### config.mk
export PLATFORM = sky130hd
export DESIGN_NAME = uart_rx_ext
export DESIGN_NICKNAME = d
export VERILOG_FILES = /design/src/rtl/uart_pkg.sv /design/src/rtl/baud_tick_gen.sv /design/src/rtl/uart_rx_fifo.sv /design/src/rtl/uart_rx_ext.sv
export SDC_FILE = /design/constraint.sdc
export NUM_CORES = 1
export LEC_CHECK = 0
export CORE_ASPECT_RATIO = 0.5
export CORE_MARGIN = 5
export CORE_UTILIZATION = 30
export CTS_CLUSTER_DIAMETER = 80
export CTS_CLUSTER_SIZE = 20
export DETAILED_ROUTE_END_ITERATION = 8
export GPL_ROUTABILITY_DRIVEN = 0
export MAX_ROUTING_LAYER = met4
export PLACE_DENSITY = 0.48
export SLEW_MARGIN = 40
export SYNTH_ARGS = -nofsm -noshare
export SYNTH_HDL_FRONTEND = slang
export SYNTH_SLANG_ARGS = --single-unit
### constraint.sdc
create_clock -name clk -period 3.4 [get_ports clk]
set_input_delay 0.34 -clock clk [delete_from_list [all_inputs] [get_ports clk]]
set_output_delay 0.34 -clock clk [all_outputs]
set_load 0.01 [all_outputs]
### src/rtl/uart_pkg.sv
// Shared types and helpers for the extended UART receiver.
package uart_pkg;

    // states: IDLE wait for fall | START verify start | DATA shift | PARITY check | STOP stop bits | BREAK_WAIT line held low
    typedef enum logic [2:0] {
        ST_IDLE,
        ST_START,
        ST_DATA,
        ST_PARITY,
        ST_STOP,
        ST_BREAK_WAIT
    } rx_state_e;

    localparam int PAR_NONE = 0;
    localparam int PAR_EVEN = 1;
    localparam int PAR_ODD  = 2;

    function automatic int clog2(input int value);
        int r;
        r = 0;
        while ((1 << r) < value) r = r + 1;
        return r;
    endfunction

endpackage

### src/rtl/baud_tick_gen.sv
// Oversampling tick generator: one-clk pulse every CLK_FREQ/(BAUD*OVERSAMPLING) clocks.
module baud_tick_gen
    import uart_pkg::*;
#(
    parameter int CLK_FREQ     = 12000000,
    parameter int BAUD         = 115200,
    parameter int OVERSAMPLING = 16
)(
    input  logic clk,
    input  logic rst,
    output logic o_tick
);
    localparam int DIV_RAW = CLK_FREQ / (BAUD * OVERSAMPLING);
    localparam int DIV     = (DIV_RAW < 1) ? 1 : DIV_RAW;
    localparam int CNT_W   = clog2(DIV + 1);

    logic [CNT_W-1:0] r_cnt;
    logic             r_tick;

    always_ff @(posedge clk or posedge rst) begin
        if (rst) begin
            r_cnt  <= CNT_W'(DIV - 1);
            r_tick <= 1'b0;
        end else begin
            r_tick <= (r_cnt == '0);
            if (r_cnt == '0) r_cnt <= CNT_W'(DIV - 1);
            else             r_cnt <= r_cnt - 1'b1;
        end
    end

    assign o_tick = r_tick;

endmodule

### src/rtl/uart_rx_fifo.sv
// First-word-fall-through FIFO with wrap-bit pointers; a pop frees room for a same-cycle push.
module uart_rx_fifo
    import uart_pkg::*;
#(
    parameter int WIDTH = 9,
    parameter int DEPTH = 4
)(
    input  logic             clk,
    input  logic             rst,
    input  logic             i_push,
    input  logic [WIDTH-1:0] i_wdata,
    input  logic             i_pop,
    output logic [WIDTH-1:0] o_rdata,
    output logic             o_full,
    output logic             o_empty
);
    localparam int AW = clog2(DEPTH);

    logic [AW:0]      r_wr_ptr;
    logic [AW:0]      r_rd_ptr;
    logic [WIDTH-1:0] r_mem [DEPTH];
    logic             w_push_ok;
    logic             w_pop_ok;

    assign o_empty   = (r_wr_ptr == r_rd_ptr);
    assign o_full    = (r_wr_ptr[AW] != r_rd_ptr[AW]) &&
                       (r_wr_ptr[AW-1:0] == r_rd_ptr[AW-1:0]);
    assign w_pop_ok  = i_pop && !o_empty;
    assign w_push_ok = i_push && (!o_full || i_pop);
    assign o_rdata   = r_mem[r_rd_ptr[AW-1:0]];

    always_ff @(posedge clk) begin
        if (w_push_ok) r_mem[r_wr_ptr[AW-1:0]] <= i_wdata;
    end

    always_ff @(posedge clk or posedge rst) begin
        if (rst) begin
            r_wr_ptr <= '0;
            r_rd_ptr <= '0;
        end else begin
            if (w_push_ok) r_wr_ptr <= r_wr_ptr + 1'b1;
            if (w_pop_ok)  r_rd_ptr <= r_rd_ptr + 1'b1;
        end
    end

endmodule

### src/rtl/uart_rx_ext.sv
// Oversampled UART receiver with per-character error flags, break/idle detection and a FWFT FIFO.
// Parity hardware is built only when UART_RX_PARITY_EN is defined.
module uart_rx_ext
    import uart_pkg::*;
#(
    parameter int CLK_FREQ     = 12000000,
    parameter int BAUD         = 115200,
    parameter int OVERSAMPLING = 16,
    parameter int DATA_BITS    = 8,
    parameter int PARITY       = 0,
    parameter int STOP_BITS    = 1,
    parameter int FIFO_DEPTH   = 4,
    parameter int IDLE_BITS    = 4
)(
    input  logic                 clk,
    input  logic                 rst,
    input  logic                 rx,
    output logic [DATA_BITS-1:0] data_out,
    output logic                 valid,
    input  logic                 ready,
    output logic                 frame_err,
    output logic                 parity_err,
    output logic                 overrun,
    output logic                 break_det,
    output logic                 rx_idle,
    output logic                 rx_eop
);
    localparam int HALF    = OVERSAMPLING / 2;
    localparam int OS_W    = clog2(OVERSAMPLING);
    localparam int BIT_W   = clog2(DATA_BITS);
    localparam int GAP_MAX = IDLE_BITS * OVERSAMPLING;
    localparam int GAP_W   = clog2(GAP_MAX + 1);
`ifdef UART_RX_PARITY_EN
    localparam int FIFO_W    = DATA_BITS + 2;
    localparam bit PAR_ON    = (PARITY != PAR_NONE);
    localparam bit PAR_ODD_M = (PARITY == PAR_ODD);
`else
    localparam int FIFO_W    = DATA_BITS + 1;
    // PARITY is accepted for interface compatibility but has no effect here.
    if (PARITY != PAR_NONE) begin : g_parity_ignored
    end
`endif

    logic                 w_tick;
    logic [1:0]           r_sync;
    logic [2:0]           r_samp;
    logic                 r_filt_prev;
    logic                 w_filt;
    logic                 w_fall;
    logic                 w_sample;
    logic                 w_par_low;
    logic                 w_break;

    rx_state_e            r_state;
    logic [OS_W-1:0]      r_os_cnt;
    logic [BIT_W-1:0]     r_bit_cnt;
    logic                 r_stop_cnt;
    logic [DATA_BITS-1:0] r_shift;
    logic                 r_frame_err;
    logic                 r_push;
    logic [FIFO_W-1:0]    r_push_data;
    logic                 r_break;
    logic [GAP_W-1:0]     r_gap_cnt;
    logic                 r_idle;
    logic                 r_eop;
    logic                 r_overrun;
`ifdef UART_RX_PARITY_EN
    logic                 r_par_bit;
    logic                 r_par_err;
`endif

    logic [FIFO_W-1:0]    w_rdata;
    logic                 w_full;
    logic                 w_empty;
    logic                 w_pop;

    baud_tick_gen #(
        .CLK_FREQ     (CLK_FREQ),
        .BAUD         (BAUD),
        .OVERSAMPLING (OVERSAMPLING)
    ) u_tick (
        .clk    (clk),
        .rst    (rst),
        .o_tick (w_tick)
    );

    always_ff @(posedge clk or posedge rst) begin
        if (rst) begin
            r_sync      <= 2'b11;
            r_samp      <= 3'b111;
            r_filt_prev <= 1'b1;
        end else begin
            r_sync      <= {r_sync[0], rx};
            if (w_tick) r_samp <= {r_samp[1:0], r_sync[1]};
            r_filt_prev <= w_filt;
        end
    end

    assign w_filt   = (r_samp[0] & r_samp[1]) | (r_samp[0] & r_samp[2]) | (r_samp[1] & r_samp[2]);
    assign w_fall   = r_filt_prev & ~w_filt;
    assign w_sample = w_tick && (r_os_cnt == OS_W'(HALF - 1));

`ifdef UART_RX_PARITY_EN
    assign w_par_low = !PAR_ON || !r_par_bit;
`else
    assign w_par_low = 1'b1;
`endif
    assign w_break = (r_stop_cnt == 1'b0) && (r_shift == '0) && !w_filt && w_par_low;

    always_ff @(posedge clk or posedge rst) begin
        if (rst) begin
            r_state     <= ST_IDLE;
            r_os_cnt    <= '0;
            r_bit_cnt   <= '0;
            r_stop_cnt  <= 1'b0;
            r_shift     <= '0;
            r_frame_err <= 1'b0;
            r_push      <= 1'b0;
            r_push_data <= '0;
            r_break     <= 1'b0;
            r_gap_cnt   <= '0;
            r_idle      <= 1'b0;
            r_eop       <= 1'b0;
`ifdef UART_RX_PARITY_EN
            r_par_bit   <= 1'b0;
            r_par_err   <= 1'b0;
`endif
        end else begin
            r_push  <= 1'b0;
            r_break <= 1'b0;
            r_eop   <= 1'b0;
            if (w_tick) r_os_cnt <= r_os_cnt + 1'b1;

            case (r_state)
                ST_IDLE: begin
                    if (w_fall) begin
                        r_state   <= ST_START;
                        r_os_cnt  <= '0;
                        r_gap_cnt <= '0;
                        r_idle    <= 1'b0;
                    end else if (w_tick && (r_gap_cnt != GAP_W'(GAP_MAX))) begin
                        r_gap_cnt <= r_gap_cnt + 1'b1;
                        if (r_gap_cnt == GAP_W'(GAP_MAX - 1)) begin
                            r_idle <= 1'b1;
                            r_eop  <= 1'b1;
                        end
                    end
                end
                ST_START: begin
                    if (w_sample) begin
                        if (w_filt) begin
                            r_state <= ST_IDLE;
                        end else begin
                            r_state   <= ST_DATA;
                            r_bit_cnt <= '0;
                        end
                    end
                end
                ST_DATA: begin
                    if (w_sample) begin
                        r_shift <= {w_filt, r_shift[DATA_BITS-1:1]};
                        if (r_bit_cnt == BIT_W'(DATA_BITS - 1)) begin
                            r_stop_cnt  <= 1'b0;
                            r_frame_err <= 1'b0;
`ifdef UART_RX_PARITY_EN
                            r_par_bit   <= 1'b0;
                            r_par_err   <= 1'b0;
                            r_state     <= PAR_ON ? ST_PARITY : ST_STOP;
`else
                            r_state     <= ST_STOP;
`endif
                        end else begin
                            r_bit_cnt <= r_bit_cnt + 1'b1;
                        end
                    end
                end
`ifdef UART_RX_PARITY_EN
                ST_PARITY: begin
                    if (w_sample) begin
                        r_par_bit <= w_filt;
                        r_par_err <= (^r_shift) ^ w_filt ^ PAR_ODD_M;
                        r_state   <= ST_STOP;
                    end
                end
`endif
                ST_STOP: begin
                    if (w_sample) begin
                        if (w_break) begin
                            r_break <= 1'b1;
                            r_state <= ST_BREAK_WAIT;
                        end else if (r_stop_cnt == 1'(STOP_BITS - 1)) begin
                            // Back to IDLE right after the last sample so a start bit in the
                            // second half of the stop bit is not missed.
                            r_push  <= 1'b1;
`ifdef UART_RX_PARITY_EN
                            r_push_data <= {r_par_err, r_frame_err | ~w_filt, r_shift};
`else
                            r_push_data <= {r_frame_err | ~w_filt, r_shift};
`endif
                            r_state <= ST_IDLE;
                        end else begin
                            r_stop_cnt <= r_stop_cnt + 1'b1;
                            if (!w_filt) r_frame_err <= 1'b1;
                        end
                    end
                end
                ST_BREAK_WAIT: begin
                    if (w_filt) r_state <= ST_IDLE;
                end
                default: r_state <= ST_IDLE;
            endcase
        end
    end

    uart_rx_fifo #(
        .WIDTH (FIFO_W),
        .DEPTH (FIFO_DEPTH)
    ) u_fifo (
        .clk     (clk),
        .rst     (rst),
        .i_push  (r_push),
        .i_wdata (r_push_data),
        .i_pop   (w_pop),
        .o_rdata (w_rdata),
        .o_full  (w_full),
        .o_empty (w_empty)
    );

    always_ff @(posedge clk or posedge rst) begin
        if (rst) r_overrun <= 1'b0;
        else     r_overrun <= r_push && w_full && !w_pop;
    end

    assign valid     = ~w_empty;
    assign w_pop     = valid & ready;
    assign data_out  = w_empty ? '0 : w_rdata[DATA_BITS-1:0];
    assign frame_err = ~w_empty & w_rdata[DATA_BITS];
`ifdef UART_RX_PARITY_EN
    assign parity_err = ~w_empty & w_rdata[DATA_BITS+1];
`else
    assign parity_err = 1'b0;
`endif
    assign overrun   = r_overrun;
    assign break_det = r_break;
    assign rx_idle   = r_idle;
    assign rx_eop    = r_eop;

endmodule

; ---- After elaboration in Yosys (flattened, before gate mapping)
; Memory sizes are Yosys's and may differ from the RTL's.
; Cells that the tools add are included.
[classes]
mux = 49
add_sub_neg = 7
eq_ne = 23
reduce_logical = 29
bitwise = 13
[ops]
columns = cell, count
row1 = $mux 3, 13
row2 = $mux 1, 25
row3 = $ne 2x2->1 const B, 11
row4 = $pmux 3 s5, 1
row5 = $mux 7, 2
row6 = $reduce_and 7->1, 2
row7 = $mux 4, 3
row8 = $reduce_and 5->1, 2
row9 = $add 3x1->3 const B, 3
row10 = $eq 3x3->1 const B, 3
row11 = $logic_and 1x1->1, 9
row12 = $logic_not 8->1, 1
row13 = $mux 8, 1
row14 = $reduce_bool 2->1, 4
row15 = $add 7x1->7 const B, 1
row16 = $eq 7x6->1 const B, 1
row17 = $ne 7x7->1 const B, 1
row18 = $and 1x1->1, 6
row19 = $logic_not 3->1, 2
row20 = $pmux 3 s2, 1
row21 = $add 4x1->4 const B, 1
row22 = $eq 4x3->1 const B, 1
row23 = $logic_not 1->1, 4
row24 = $not 1->1, 4
row25 = other kinds (15), 19
[totals]
wordCells = 142
ff_bits = 57
ram_bits = 36
out_inout_bits = 15
memories = 1
in_bits = 4
[memory_table]
columns = name, depth, width, read_ports, rd_clocked_by_memory_dff, wr, line
row1 = u_fifo.r_mem, 4, 9, 1, 0, 1, uart_rx_fifo.sv:21  ; logic [WIDTH-1:0] r_mem [DEPTH];

; ---- Longest topological paths before layout
[logic_depth]
ltp_word = 8
depth_mapped = 6
depth_no_buf = 6

; ---- Cells and area by module
; From an unflattened synthesis, not the netlist that was laid out.
[unflattened]
cells_unflattened = 274
area_unflattened_um2 = 4016.4
[modules_own_cells]
columns = module, seq_area_each_um2, cells_each, area_per_inst_um2, n_inst
row1 = uart_rx_ext, 1158.6, 179, 2162.1, 1
row2 = uart_rx_fifo, 1231.2, 83, 1704.1, 1
row3 = baud_tick_gen, 102.6, 12, 150.1, 1

; ---- Worst setup path after synthesis
; No wires, ideal clock.
[synth_path]
path_kind = register to register
startpoint = register r_shift[5]
endpoint = register r_push_data[0]
required_time_ns = 3.275
setup_time_ns = 0.125
t_arrival_ns = 1.660
path_slack_ns = 1.615
stages_incl_launch_ff = 6
n_path_buf = 1
period_less_slack_ns = 1.785
cell_sequence = dfrtp_1 -> or4_1 -> nor3_2 -> nand2b_1 -> buf_6 -> mux2_4
[synth_between]
elab_chain_cells = 5
[synth_rtl]
columns = item, line
row1 = start: declaration, uart_rx_ext.sv:58  ; logic [DATA_BITS-1:0] r_shift;
row2 = start signal: assignment, uart_rx_ext.sv:161  ; r_shift <= {w_filt, r_shift[DATA_BITS-1:1]};
row3 = $logic_not 8->1, uart_rx_ext.sv:108  ; assign w_break = (r_stop_cnt == 1'b0) && (r_shift == '0) && !w_filt && w_par_low;
row4 = $logic_and 1x1->1 (2 in series), uart_rx_ext.sv:108
row5 = $not 1->1 (no line), --
row6 = $reduce_and 4->1 (no line), --
row7 = end signal: assignment, uart_rx_ext.sv:198  ; r_push_data <= {r_frame_err | ~w_filt, r_shift};
row8 = end: declaration, uart_rx_ext.sv:61  ; logic [FIFO_W-1:0] r_push_data;
; No other way between the ends.
; A chain may end at the register's enable or synchronous reset.

; ---- Worst setup path after layout
[layout_path]
startpoint = register u_fifo.r_rd_ptr[1]
endpoint = output port data_out[3]
[layout_between]
elab_chain_cells = 2
elab_cells_between_ends = 3
classes_between = 1 x eq/ne / 1 x mux / 1 x memory
[layout_rtl]
columns = item, line
row1 = start: declaration, uart_rx_fifo.sv:20  ; logic [AW:0] r_rd_ptr;
row2 = start signal: assignment, uart_rx_fifo.sv:42  ; if (w_pop_ok) r_rd_ptr <= r_rd_ptr + 1'b1;
row3 = $mem_v2 4x9 / $eq 3x3->1 (equally long branches), --
row4 = $mux 8 (*), uart_rx_ext.sv:236  ; assign data_out = w_empty ? '0 : w_rdata[DATA_BITS-1:0];
row5 = end: declaration, uart_rx_ext.sv:18  ; output logic [DATA_BITS-1:0] data_out,
; Mark *: on every way between the ends. The rest lies on a longest branch, timed or not.

==> impl_results.md <==
- Status: finished clean
- DRC errors left: 0
- LEAKAGE: a little over 2 nW
- Critical Path RT: 3.06 ns
- Power Density: roughly 530 nW/um^2
- # hold bufs at CTS: 0
- Pin count of the biggest net entering global routing: 32
- Die W: 172 um
- Ys async rst share: 60.9%
- Vias in the first global route: about 2,100
- Via density: 4.52
- Critical path peak fanout: 12
- Arrival time worst endpoint: 2.46 ns
- Vias: roughly 2,100
- CTS tree: done
- Most frequent cells in the layout: 48 x dfrtp_1, 36 x edfxtp_1, 18 x nor2_1
- Final Hold Viols: 0
- Layout cells sized above 1: 21.9%
- Pint: ~0.0019 W
- Nets: 302
- Hold Crit Class: flip-flop to flip-flop
- Logic pwr share: under 10%
- Sw Share: about a quarter
- WHS: between 0.3 and 0.4 ns
- Synthesized flop and latch total: between 90 and 100
- CTS Buffer Depth: 2
- Tmin final: around 2.8 ns
- Cells after synthesis: ~270
- Count of pins over their slew limit: 0
- Wire per inst: roughly 14 um
- Initial core utilization: around 31%
- Max Cap Violations: 0
- Ant diodes: 0
- Routed Antenna Nets: 0
- DIE HEIGHT: about 91 um
- Setup crit end kind: output port
- Met3 usage: under 10%
- Post-place setup slack: slightly above 0.9 ns
- Clock skew: between 0.005 and 0.006 ns
- Layout area overhead: 16.8%
- Slew headroom: 55.4%
- Met1 Use GR: a little under an eighth
- H-tree depth: 3
- CP Class: flip-flop to output port
- Final global-route overflow total: 0
- Core ar.: 12,700 um^2
- Synth unique cells: 49
- Peak VDD IR: about 0.00027 V
- First drt pass iteration count: 4
- Final TNS setup: 0 ns
- CTS Buf Count: 9
- Sink Count: 92
- Most common cell after layout, fill and taps aside: dfrtp_1
- Reg clk slew, reported paths: approximately 0.07 ns
- Tcrit/Tclk final: between 80% and 90%
- Die ar.: 15,600 um^2
- Post-synth EDFFs: 36
- Clock Tree Root: clkbuf_16
- Clock share of power: 41.7%
- Worst Tran Pin Value: around 0.67 ns
- Switching power of the nets: approximately 0.00057 W
- Fillcell total: 1,210
- 1st-iter DRT viols: between 80 and 90
- Setup WS post-layout: 0.597 ns
- First-pass GRT wire length: approximately 11 mm
- Clk_lat worst skew: 0.33 ns
- RSZ-0062 raised after global routing: no
- Syn Std Cell Area: 3920 um^2
- Synthesized area per cell: between 10 and 15 um^2
- Setup-failing EPs final: 0
- Rows: 29
- CTS resizes: 0
- Post-CTS setup repair buffer count: 0
- Number of port buffers: 17
- GR peak layer: met2
- Syn Nets: 280
- WL final: about 6.5 mm
- GRT Util Overall: a little under a tenth
- Top FF cell, synth: dfrtp_1
- Worst setup SP type: flip-flop
- Global routing usage on met2: between 10 and 15%
- Antenna violations before repair: 0
- F_max: between 300 and 400 MHz
- Ys Warns: 0
- Flop pwr share: between 50% and 60%
- Register area share after synthesis: between 60 and 70%
- Ports: 19
- DP Wirelength: 4.45 mm
## cell type report
type	count	area (um^2)	share of cell area, %
multi-input combinational	153	1330	29.1
clock inverter	7	81.3	1.78
timing repair buffer	19	185	4.05
tap	170	213	4.65
inverter	12	45.0	0.985
clock buffer	9	225	4.93
sequential	92	2490	54.5
## sequential cells by signal, summed over array words and instances, names as in the netlist, 2 cells and up
register and cells:
u_fifo.r_mem 36, r_push_data 9, r_shift 8, r_gap_cnt 7, r_os_cnt 4, r_bit_cnt 3
r_samp 3, r_state 3, u_fifo.r_rd_ptr 3, u_fifo.r_wr_ptr 3, u_tick.r_cnt 3, r_sync 2
## through the flow
stage	area (um^2)	total power (W)	util [%]	cells
after global placement	4270	0.00143	33.5	446
after global routing	4570	0.00255	35.9	462
after floorplan	3920	0.00141	-	265
final	4570	0.00243	35.9	462
after CTS	4570	0.00247	35.9	462
after detailed placement	4270	0.00144	33.5	446
## final timing paths
kind | startpoint | endpoint | slack, ns | depth (start not counted)
hold / removal | r_sync[0] | r_sync[1] | 0.37 | 0
setup / recovery | u_fifo.r_rd_ptr[1] | data_out[3] | 0.60 | 4
min in group asynchronous | rst | u_tick.r_cnt[1] | 0.42 | 2
max in group asynchronous | rst | r_samp[1] | 2.13 | 3
setup reg to reg | u_fifo.r_rd_ptr[1] | u_fifo.r_mem[3][8] | 1.09 | 3
hold reg to reg | r_sync[0] | r_sync[1] | 0.37 | 0
## cell usage after synthesis (2+ instances only)
cell | count | area [um^2]
mux2i_1 | 2 | 20.0
mux2_4 | 9 | 135
nand4_1 | 2 | 12.5
nand2_1 | 13 | 48.8
nor4_1 | 2 | 12.5
or4_1 | 2 | 15.0
edfxtp_1 | 36 | 1080
o21ai_0 | 2 | 10.0
xor2_1 | 7 | 61.3
clkbuf_1 | 3 | 11.3
ha_1 | 11 | 138
xnor2_1 | 6 | 52.6
dfstp_2 | 8 | 210
a21oi_1 | 4 | 20.0
nor2_1 | 18 | 67.6
a21boi_0 | 2 | 15.0
nor3_1 | 5 | 25.0
dfrtp_1 | 48 | 1200
mux4_2 | 9 | 203
mux2_2 | 13 | 146
buf_4 | 2 | 15.0
nand2b_1 | 7 | 43.8
a22o_1 | 3 | 26.3
inv_1 | 12 | 45.0
buf_2 | 2 | 10.0
and2_1 | 14 | 87.6
## power by group through the flow
stage,sequential [W],clock [W],combinational [W]
finish,0.00124,0.00101,0.000177
global route,0.00125,0.00109,0.000206
CTS,0.00124,0.00105,0.000181
detailed placement,0.00126,0,0.000179
global placement,0.00126,0,0.000173
floorplan,0.00124,0,0.000164
## logic make-up after synthesis
| logic type | Yosys count | synth area share [%] |
|---|---|---|
| AO/OA/AOI/OAI | 18 | 3.26 |
| AND/OR/NAND/NOR | 76 | 11.0 |
| other | 1 | 0.0958 |
| adder cells (fa/ha/maj) | 12 | 3.80 |
| buffers and inverters | 20 | 2.36 |
| XOR/XNOR | 13 | 2.91 |
| multiplexers | 33 | 12.9 |
| flip-flops | 92 | 63.7 |
## per-layer routing
metal | vias up | part of all wire, %
met5 | - | 0
met4 | 0 | 1.1
met3 | 5 | 4.3
met2 | 36 | 49
met1 | 1044 | 46
li1 | 1001 | -
## critical path, cell delays in order (launching register included)
cell and delay, ns:
dfrtp_1 0.58, xnor2_1 0.36, nand3b_1 0.41, and2_1 0.29, clkdlybuf4s50_1 0.48
Note: power is estimated with default switching activity, not from simulation.
==> variant (same flow settings) <==
Build with the macro `UART_RX_PARITY_EN` defined.
--- a/src/rtl/uart_rx_ext.sv
+++ b/src/rtl/uart_rx_ext.sv
@@ -2,2 +2,4 @@
 // Parity hardware is built only when UART_RX_PARITY_EN is defined.
+`define UART_RX_PARITY_EN
+
 module uart_rx_ext
Check against the original RTL: no difference found for any inputs over 10 cycles, from zero or initial values and one cycle with rst high; that may be too few to reach the edited logic, so the function may still have changed.
==> variant against the unedited design <==
- clock power shrank 5%
- cell area is 6.8% higher
- area after synthesis rose by 7.6%
- register-to-register slack lost 0.05 ns
- critical path type unchanged
- combinational power is 17% higher
- routed wire length increased by 8.2%
- setup slack lost 0.035 ns
- sequential cell count up 6
- final cell count is 18% higher
- highest routed layer unchanged
- die area rose by 7.0%
- power is 2.4% higher
==> variant: results (changes against the unedited design) <==
Status
  – Status: completed (unchanged)

Flow run
  – Max_cap viols: 0 (unchanged)

Layout
  – N_diodes: 0 (unchanged)
  – Layout cell share with drive strength beyond 1: 0.1481 (was 0.2192)
  – Max reg flops: 40 (was 36)
  – Fillcell total: 1333 (was 1210)
  – Final non-filler cell total: 543 (was 462)
  – # nets final: 365 (was 302)

Synth
  – Mux cell area share after synthesis: 0.07187 (was 0.1288)
  – Top cells by area, synth: dfrtp_1 (30%), edfxtp_1 (29%), mux4_2 (5.3%) (was dfrtp_1 (31%), edfxtp_1 (28%), dfstp_2 (5.4%))
  – Commonest cells post-synth: dfrtp_1 (50), edfxtp_1 (40), nand2_1 (40), o21ai_1 (23), nor2_1 (21) (was dfrtp_1 (48), edfxtp_1 (36), nor2_1 (18), and2_1 (14))
  – Post-synthesis async set-or-reset flop share: 0.5918 (was 0.6087)
  – Compound-Gate Fraction of Synth Area: 0.04841 (was 0.03260)
  – Synth warn: 0 (unchanged)
  – Synth Net Count: 343 (was 280)
  – Adder-Cell Fraction of Synth Area: 0.04722 (was 0.03803)
  – Synth unique cells: 47 (was 49)
  – Post-synth EDFFs: 40 (was 36)
  – XOR/XNOR Fraction of Synth Area: 0.03742 (was 0.02908)
  – Share of the yosys chip area belonging to registers: 0.6320 (was 0.6366)
  – Syn avg cell area: 13.00 um2 (was 14.77 um2)

Global route
  – Largest net degree at the start of global routing: 50 (was 32)
  – Antenna violations before repair: 0 (unchanged)
  – Vias in the first global route: 2449 (was 2137)
  – Global-route wire length before repair: 12.32 mm (was 10.96 mm)
  – GRT Util Overall: 0.09771 (was 0.09398)

Clock tree
  – Clock Tree Buf Depth: 2 (unchanged)
  – Worst-path clk slew: 0.07 ns (about the same)
  – CTS root buf: clkbuf_16 (unchanged)
  – Clock Latency Late Sink: 0.34 ns
  – CTS Buf Count: 9 (unchanged)
  – Post-CTS setup repair buffer count: 0 (unchanged)
  – Post_cts resized: 0 (unchanged)
  – CTS H-tree depth: 3 (unchanged)

Power and ir drop
  – Pleak: 2.014 nW (was 2.035 nW)
  – Maximum vdd ir drop: 0.0002731 V (was 0.0002728 V)
  – Switch Pwr: 0.6224 mW (was 0.5720 mW)

STA
  – Clk_skew: 0.006060 ns (was 0.005848 ns)
  – Worst-margin pin slew: 0.7046 ns (was 0.6679 ns)
  – Hold Fails Final Rpt: 0 (unchanged)

Drt
  – Detailed Route Iter0 Violations: 106 (was 87)
  – Antenna Nets Post-Route: 0 (unchanged)
  – DR pass1 iterations: 4 (unchanged)
  – Drt wl/cell: 13.05 um (was 14.17 um)
  – Vias per Instance: 4.350 (was 4.515)

Placed design
  – Placed cell count: 527 (was 446)
  – Port Buffers: 18 (was 17)
  – Placed wire-length estimate: 4.796 mm (was 4.451 mm)

Min path
  – Worst hold-check path type: flop to flop (unchanged)

Setup path
  – CP arrival: 2.50 ns (was 2.46 ns)
  – Critical path peak fanout: 13 (was 12)
[variant: area by class of cell]
| class | instances | share of cell area |
|---|---|---|
| clock buffers | 9 | 0.04613 |
| clock inverters | 7 | 0.01205 |
| inverters | 21 | 0.01666 |
| multi-input cells | 191 | 0.2829 |
| flip-flops and latches | 98 | 0.5454 |
| well taps | 192 | 0.04921 |
| repair buffers | 25 | 0.04767 |
[variant: cells by family after synthesis]
family          count (synthesis)
simple gates                  103
buf+inv                        35
flops                          98
xor+xnor                       18
compound gates                 37
fa+ha+maj                      16
mux                            17
[variant: layer usage]
metal / share of wire / track usage
met5: 0 / -
met4: 0.016 / 0.04180
met3: 0.037 / 0.02694
met2: 0.49 / 0.1591
met1: 0.46 / 0.1153
[variant: power by group through the flow]
| stage | registers (mW) | logic, mW | clock network, mW |
|---|---|---|---|
| final | 1.32 | 0.207 | 0.963 |
| after global routing | 1.32 | 0.240 | 1.04 |
| after CTS | 1.32 | 0.211 | 1.01 |
| after detailed placement | 1.34 | 0.208 | 0 |
| after global placement | 1.34 | 0.199 | 0 |
| after floorplan | 1.31 | 0.197 | 0 |
[variant: path summary, 6_finish.rpt]
kind	from	endpoint	slack (ns)	cells past startpoint
min	r_sync[0]$_DFF_PP1_	r_sync[1]$_DFF_PP1_	0.36	0
max in group asynchronous	rst	r_push_data[9]$_DFFE_PP0P_	2.42	3
min reg2reg	r_sync[0]$_DFF_PP1_	r_sync[1]$_DFF_PP1_	0.36	0
max	u_fifo.r_rd_ptr[0]$_DFFE_PP0P_	parity_err	0.56	5
min in group asynchronous	rst	r_state[1]$_DFFE_PP0P_	0.42	2
max reg2reg	u_fifo.r_rd_ptr[0]$_DFFE_PP0P_	u_fifo.r_mem[3][9]$_DFFE_PP_	1.04	5
[variant: per-stage QoR]
stage / power, mW / setup WS (ns) / area [um2]
final: 2.489 / 0.5628 / 4882
after CTS: 2.534 / 0.4485 / 4882
after floorplan: 1.508 / 1.533 / 4213
after detailed placement: 1.549 / 0.8428 / 4598
after global routing: 2.606 / 0.2952 / 4882
after global placement: 1.536 / 0.8829 / 4596
[variant: critical path, cell delays in order (launching register included)]
cell and delay (ns):
dfrtp_1 0.79, xor2_1 0.24, nor2_1 0.06, nand2_1 0.31
and2_1 0.21, clkdlybuf4s50_1 0.54
